--- config.mk ---
export PLATFORM = sky130hd
export DESIGN_NAME = reg_file_2r1w
export DESIGN_NICKNAME = d
export VERILOG_FILES = /design/src/rtl/reg_file_pkg.sv /design/src/rtl/reg_file_rd_port.sv /design/src/rtl/reg_file_2r1w.sv
export SDC_FILE = /design/constraint.sdc
export NUM_CORES = 1
export LEC_CHECK = 0
export CAP_MARGIN = 40
export CORE_MARGIN = 2
export CORE_UTILIZATION = 40
export CTS_BUF_LIST = sky130_fd_sc_hd__clkbuf_8
export DETAILED_ROUTE_END_ITERATION = 8
export GPL_ROUTABILITY_DRIVEN = 1
export PLACE_DENSITY_LB_ADDON = 0.25
export SLEW_MARGIN = 40
export SYNTH_ARGS = -nofsm -noshare
export SYNTH_HDL_FRONTEND = slang
export SYNTH_SLANG_ARGS = --single-unit
--- constraint.sdc ---
create_clock -name CLK -period 3.7 [get_ports CLK]
set_input_delay 0.74 -clock CLK [delete_from_list [all_inputs] [get_ports CLK]]
set_output_delay 0.74 -clock CLK [all_outputs]
set_load 0.02 [all_outputs]
--- src/rtl/reg_file_pkg.sv ---
// reg_file_pkg: shared defaults and byte-strobe merge for the 2R1W register file
package reg_file_pkg;
  localparam int DATA_W_DEF = 16;
  localparam int ADDR_W_DEF = 3;
  localparam int MERGE_W = 256;
  localparam int MERGE_S = MERGE_W / 8;
  function automatic logic [MERGE_W-1:0] strb_merge(
    input logic [MERGE_W-1:0] old_w,
    input logic [MERGE_W-1:0] new_w,
    input logic [MERGE_S-1:0] strb
  );
    logic [MERGE_W-1:0] res;
    for (int i = 0; i < MERGE_S; i++) res[8*i +: 8] = strb[i] ? new_w[8*i +: 8] : old_w[8*i +: 8];
    return res;
  endfunction
endpackage

--- src/rtl/reg_file_rd_port.sv ---
// reg_file_rd_port: registered read port with write-first bypass
module reg_file_rd_port
  import reg_file_pkg::*;
#(
  parameter int DATA_W = DATA_W_DEF,
  parameter int ADDR_W = ADDR_W_DEF,
  parameter int STRB_W = DATA_W / 8,
  parameter int DEPTH  = 2 ** ADDR_W
) (
  input  logic              CLK,
  input  logic              RST,
  input  logic              RdEn,
  input  logic [ADDR_W-1:0] RdAddr,
  input  logic [DATA_W-1:0] mem [DEPTH],
  input  logic              WrEn,
  input  logic [ADDR_W-1:0] WrAddr,
  input  logic [DATA_W-1:0] WrData,
  input  logic [STRB_W-1:0] WrStrb,
  output logic [DATA_W-1:0] RdData,
  output logic              RdValid
);
  logic              hit;
  logic [DATA_W-1:0] rd_word;
  // masking the strobes on a miss makes the merge return the stored word untouched
  assign hit = WrEn && (WrAddr == RdAddr);
  assign rd_word = DATA_W'(strb_merge(MERGE_W'(mem[RdAddr]), MERGE_W'(WrData), MERGE_S'(hit ? WrStrb : '0)));
  always_ff @(posedge CLK) begin
    if (RST) begin
      RdData  <= '0;
      RdValid <= 1'b0;
    end else begin
      RdValid <= RdEn;
      if (RdEn) RdData <= rd_word;
    end
  end
endmodule

--- src/rtl/reg_file_2r1w.sv ---
// reg_file_2r1w: two registered read ports, one byte-strobed write port
module reg_file_2r1w
  import reg_file_pkg::*;
#(
  parameter int DATA_W = DATA_W_DEF,
  parameter int ADDR_W = ADDR_W_DEF,
  parameter int STRB_W = DATA_W / 8
) (
  input  logic              CLK,
  input  logic              RST,
  input  logic              WrEn,
  input  logic [ADDR_W-1:0] WrAddr,
  input  logic [DATA_W-1:0] WrData,
  input  logic [STRB_W-1:0] WrStrb,
  input  logic              RdEn0,
  input  logic [ADDR_W-1:0] RdAddr0,
  input  logic              RdEn1,
  input  logic [ADDR_W-1:0] RdAddr1,
  output logic [DATA_W-1:0] RdData0,
  output logic [DATA_W-1:0] RdData1,
  output logic              RdValid0,
  output logic              RdValid1
);
  localparam int DEPTH = 2 ** ADDR_W;
  logic [DATA_W-1:0] mem [DEPTH];
  always_ff @(posedge CLK) begin
    if (RST) for (int i = 0; i < DEPTH; i++) mem[i] <= '0;
    else if (WrEn) mem[WrAddr] <= DATA_W'(strb_merge(MERGE_W'(mem[WrAddr]), MERGE_W'(WrData), MERGE_S'(WrStrb)));
  end
  reg_file_rd_port #(.DATA_W(DATA_W), .ADDR_W(ADDR_W), .STRB_W(STRB_W), .DEPTH(DEPTH)) u_rd0 (
    .CLK(CLK), .RST(RST), .RdEn(RdEn0), .RdAddr(RdAddr0), .mem(mem),
    .WrEn(WrEn), .WrAddr(WrAddr), .WrData(WrData), .WrStrb(WrStrb),
    .RdData(RdData0), .RdValid(RdValid0)
  );
  reg_file_rd_port #(.DATA_W(DATA_W), .ADDR_W(ADDR_W), .STRB_W(STRB_W), .DEPTH(DEPTH)) u_rd1 (
    .CLK(CLK), .RST(RST), .RdEn(RdEn1), .RdAddr(RdAddr1), .mem(mem),
    .WrEn(WrEn), .WrAddr(WrAddr), .WrData(WrData), .WrStrb(WrStrb),
    .RdData(RdData1), .RdValid(RdValid1)
  );
endmodule

**Word-level counts from Yosys, hierarchy flattened**

Cells that the tools add are included.
W data, S select, Z words.

- Flip-flop bits (word level): 162
- Output and inout bits: 34

- Bitwise gates (word level): 3
- Mux-type cells: 20
- Reductions and logical operators: 3
- $lt $le $gt $ge: 4
- Eq/ne operators: 2

Operators by type and width:

| cell | number |
|---|---|
| $bmux W16 S3 | 3 |
| $bwmux W128 | 1 |
| $mux W16 | 7 |
| $demux W16 S3 | 1 |
| $mux W8 | 6 |
| $ge A4 B4 Y1 const B | 3 |
| $not A3 Y4 | 3 |
| $eq A3 B3 Y1 | 2 |
| $lt A4 B1 Y1 const B | 1 |
| $mux W2 | 2 |
| $logic_and A1 B1 Y1 | 3 |

**Logic depth before layout (Yosys ltp)**

- Depth after elaboration: 6
- Mapped depth: 7
- Depth with buffers taken out: 5

**Cells and area by module**

From an unflattened synthesis, not the netlist that was laid out.

- Cell total of the unflattened synthesis: 920
- Area total of the unflattened synthesis: 10306.1 µm²

Modules (own cells, without submodules):

| module | seq. area each (µm²) | cells each | area each (µm²) | times used |
|---|---|---|---|---|
| reg_file_2r1w | 2562.5 | 678 | 6882.9 | 1 |
| reg_file_rd_port | 340.3 | 121 | 1711.6 | 2 |

**Worst setup path after synthesis**

Ideal clock, no wire load.

- Path kind: input to register
- From: input port RdAddr1[2]
- To: register u_rd1.RdData[10]
- Data required time: 3.578 ns
- Stages: 6
- Library setup time: 0.122 ns
- Buffers on the path: 2
- Arrival: 2.165 ns
- Path slack: 1.413 ns
- Path through: buf_2 > buf_2 > mux4_2 > mux2i_1 > nor2_1 > a221o_1

- Longest elaborated chain between the ends: 5

Ends and longest elaborated chain:

| element | line | text |
|---|---|---|
| start: declaration | reg_file_2r1w.sv:18 | `input logic [ADDR_W-1:0] RdAddr1,` |
| $not A3 Y4 (implied by the code) | reg_file_rd_port.sv:26 | `assign rd_word = DATA_W'(strb_merge(MERGE_W'(mem[RdAddr]), MERGE_W'(WrData), MERGE_S'(hit ? WrStrb : '0)));` |
| $bmux W16 S3 | reg_file_rd_port.sv:26 |  |
| $mux W16 (implied by the code) (2 in series) | reg_file_rd_port.sv:26 |  |
| $mux W8 * | reg_file_pkg.sv:13 | `for (int i = 0; i < MERGE_S; i++) res[8*i +: 8] = strb[i] ? new_w[8*i +: 8] : old_w[8*i +: 8];` |
| end signal: assignment | reg_file_rd_port.sv:33 | `if (RdEn) RdData <= rd_word;` |
| end: declaration | reg_file_rd_port.sv:19 | `output logic [DATA_W-1:0] RdData,` |

Mark *: on every way between the ends. The rest lies on a longest branch, timed or not. The select of a mux whose other input is x is not followed.
A chain may end at the register's enable or synchronous reset.

**Worst setup path after layout**

- From: input port WrAddr[1]
- To: register u_rd0.RdData[15]

- Longest elaborated chain between the ends: 4

Ends and longest elaborated chain:

| element | line | text |
|---|---|---|
| start: declaration | reg_file_2r1w.sv:12 | `input logic [ADDR_W-1:0] WrAddr,` |
| $eq A3 B3 Y1 | reg_file_rd_port.sv:25 | `assign hit = WrEn && (WrAddr == RdAddr);` |
| $logic_and A1 B1 Y1 | reg_file_rd_port.sv:25 |  |
| $mux W2 | reg_file_rd_port.sv:26 |  |
| $mux W8 | reg_file_pkg.sv:13 |  |
| end signal: assignment | reg_file_rd_port.sv:33 |  |
| end: declaration | reg_file_rd_port.sv:19 |  |

No other way between the ends.

==> Implementation_results.wiki <==
{| class="wikitable"
! Metric !! Value
|-
| Outcome || finished clean
|-
| Clock skew || ~0.013 ns
|-
| Number of synthesized flops with an enable pin || 0
|-
| Leakage component of the power || roughly 3.7 nW
|-
| Maximum operating frequency || ~0.37 GHz
|-
| Buffers on Ports || 65
|-
| Antenna Nets Post-Route || 0
|-
| Syn Nets || around 900
|-
| Average vias per placed instance || approximately 6.0
|-
| Maximum buffer depth of the clock tree || 2
|-
| Std-Cell Core Area || approximately 23000 um^2
|-
| Power Dens Cells || approximately 350 nW/um^2
|-
| Transition time at the pin with the least slew margin || roughly 0.8 ns
|-
| Max-cap violations || 0
|-
| Number of buffers inserted during clock tree synthesis || 17
|-
| Post-synth top area share || around 34%
|-
| Crit path DAT || between 3 and 4 ns
|-
| Critical path type || in -> reg
|-
| Largest stage delay on the critical path || 0.88 ns
|-
| Total standard cell area after synthesis || roughly 9400 um^2
|-
| Total negative slack || 0 ns
|-
| Async SR Flop Fraction || 0%
|-
| Highest net fanout along the worst path || 16
|-
| Post-CTS Hold Fix Bufs || 0
|-
| Insertion delay to the later sink of the worst-skew pair || approximately 0.47 ns
|-
| Vertical extent of the die || roughly 160 um
|-
| Final Max Slew Viols || 0
|-
| DIE WIDTH || around 160 um
|-
| Mean cell area of the mapped netlist || ~11 um^2
|-
| RSZ-0062 raised after global routing || false
|-
| Sequential element share of the synthesized area || between 30 and 40%
|-
| Final antenna diode count || 0
|-
| Final cell count without fillers || between 1k and 1.5k
|-
| Yosys warning count || 0
|-
| Final hold vios || 0
|-
| Area added between synthesis and finish || 15.7%
|-
| Initial cell density of the core || between 40% and 50%
|-
| Period minus WS final || between 2 and 3 ns
|-
| Share of final-layout standard cells stronger than drive strength 1 || a little over a fifth
|-
| DR WL/cell || approximately 23 um
|-
| Buffer count from post-CTS setup fixing || 0
|-
| Number of cells produced by synthesis || 848
|-
| Std-Cell Rows || between 50 and 60
|-
| Antenna violations before repair || 0
|-
| CTS tree || done
|-
| Yosys top cell by area || sky130_fd_sc_hd__dfxtp_1
|-
| Dominant cell by count in the synthesized netlist || sky130_fd_sc_hd__dfxtp_1
|-
| Primary FF master, synth || sky130_fd_sc_hd__dfxtp_1
|-
| Via count of the first global-routing pass || roughly 7.1k
|-
| VDD IR max || around 0.21 mV
|-
| Number of unique standard cell types used by synthesis || 42
|-
| CTS HTree Levels || 4
|-
| Post-Place Cells || 1196
|-
| Die footprint || around 25000 um^2
|-
| Post-CTS clock slew at the launch and capture registers of the worst setup and hold paths || 0.09 ns
|-
| Worst relative slew slack || between 40 and 50%
|-
| Final period utilization || between 70% and 80%
|-
| Congestion Overflow GR || 0
|-
| Total wirelength of the detailed-routed design || about 28 mm
|-
| CP max-delay cell || sky130_fd_sc_hd__clkdlybuf4s50_1
|-
| Number of top-level pins || 66
|-
| Root Driver || sky130_fd_sc_hd__clkbuf_8
|-
| Total clock sinks || between 150 and 200
|-
| Synthesis-stage register bit count || 162
|-
| Global router's overall resource usage || 23.6%
|-
| Final nets || 928
|-
| Leading cell types by count after synthesis || 162 x sky130_fd_sc_hd__dfxtp_1, 128 x sky130_fd_sc_hd__nand3b_1, 114 x sky130_fd_sc_hd__o21ai_0
|-
| First-pass detailed-route iteration total || 5
|-
| Count of final setup violators || 0
|-
| Number of remaining DRC errors || 0
|-
| Placer Congestion || 0.815
|-
| Leading post-synthesis cells by cell area || sky130_fd_sc_hd__dfxtp_1 34%, sky130_fd_sc_hd__mux4_2 18%, sky130_fd_sc_hd__nand3b_1 10%
|-
| Post-DP HPWL || roughly 19 mm
|-
| Sequence of cells on the critical path || clkdlybuf4s50_1 > xor2_1 > or2_1 > nor4_4 > buf_4 > a221o_1
|-
| Kind of start point of the critical path || input port
|-
| Vias || around 7.3k
|-
| First-pass GRT wire length || around 44 mm
|-
| Number of design-rule violations left by the first detailed-router iteration || 740
|-
| Worst Setup End Kind || register
|-
| Resized cells post-CTS || 0
|-
| Power consumption || 3.81 mW
|-
| Largest net degree at the start of global routing || between 50 and 60
|-
| Worst Hold Class || reg -> reg
|-
| CP Data Required Time || around 4.1 ns
|}
## kinds of logic after synthesis
group                     synth area share [%]
DFF                                       34.4
muxes                                     26.0
buffers and inverters                     4.17
xor gates and xnor gates                 0.795
AOI/OAI and AO/OA                         16.4
and+or+nand+nor                           18.3
## critical path: cells and delay by family
family / cells / cell delay [ns]
AO/OA/AOI/OAI: 1 / 0.37
AND/OR/NAND/NOR: 2 / 0.36
XOR/XNOR: 1 / 0.50
buffers and inverters: 2 / 1.09
## metal layers
metal / global-route usage (%) / wire, um
met1: 32.4 / 12500
met3: 4.52 / 1700
met5: 0 / 0
met4: 6.58 / 488
met2: 38.1 / 13600
## state kept, by name, summed over array words and instances, names as in the netlist
signal	count
mem	128
u_rd0.RdData	16
u_rd0.RdValid	1
u_rd1.RdData	16
u_rd1.RdValid	1
## path summary, 6_finish.rpt
check                                                  start                             to  slack [ns]  depth (start not counted)
worst max register to register          mem[40]$_SDFFE_PP0P_           mem[40]$_SDFFE_PP0P_        1.97                          4
worst min-delay path            u_rd1.RdData[5]$_SDFFE_PP0P_   u_rd1.RdData[5]$_SDFFE_PP0P_        0.49                          1
worst max-delay path                               WrAddr[1]  u_rd0.RdData[15]$_SDFFE_PP0P_        0.98                          6
worst min register to register  u_rd1.RdData[5]$_SDFFE_PP0P_   u_rd1.RdData[5]$_SDFFE_PP0P_        0.49                          1
## layout make-up
type | instances | area, um^2
clock buffer | 19 | 262
clock inverter | 13 | 208
fill | 2136 | 12400
inverter | 2 | 7.51
multi-input combinational | 604 | 5810
sequential | 162 | 3240
tap | 319 | 399
timing repair buffer | 109 | 996
## report_power, final
group | total (mW) | internal (mW) | switching [mW]
clock | 1.54 | 0.841 | 0.697
combinational | 0.480 | 0.200 | 0.280
sequential | 1.79 | 1.77 | 0.0219
total | 3.81 | 2.81 | 0.999
## placed cells by master (no fill, tap or decap), types with 7 or more instances in the layout
| cell | n |
|---|---|
| sky130_fd_sc_hd__dfxtp_1 | 162 |
| sky130_fd_sc_hd__nand3b_1 | 128 |
| sky130_fd_sc_hd__o21ai_0 | 114 |
| sky130_fd_sc_hd__mux4_2 | 75 |
| sky130_fd_sc_hd__mux2i_1 | 66 |
| sky130_fd_sc_hd__nor2_1 | 59 |
| sky130_fd_sc_hd__clkdlybuf4s50_1 | 58 |
| sky130_fd_sc_hd__buf_4 | 40 |
| sky130_fd_sc_hd__a221o_1 | 32 |
| sky130_fd_sc_hd__clkbuf_8 | 19 |
| sky130_fd_sc_hd__nand2b_1 | 17 |
| sky130_fd_sc_hd__and3_1 | 14 |
| sky130_fd_sc_hd__a211oi_1 | 14 |
| sky130_fd_sc_hd__o21ai_1 | 14 |
| sky130_fd_sc_hd__a2111oi_4 | 9 |
| sky130_fd_sc_hd__nor2_4 | 7 |
| sky130_fd_sc_hd__buf_2 | 7 |
## stage by stage
step | utilization [%] | setup WS, ns | area [um^2] | hold slack (ns)
finish | 46.8 | 0.980 | 10900 | 0.490
detailed placement | 44.8 | 0.562 | 10400 | 0.471
global placement | 44.8 | 0.470 | 10400 | 0.469
floorplan | - | 1.41 | 9440 | 0.472
global route | 46.8 | 0.839 | 10900 | 0.511
CTS | 46.8 | 1.05 | 10900 | 0.496
Power figures use the tool's default switching activity.
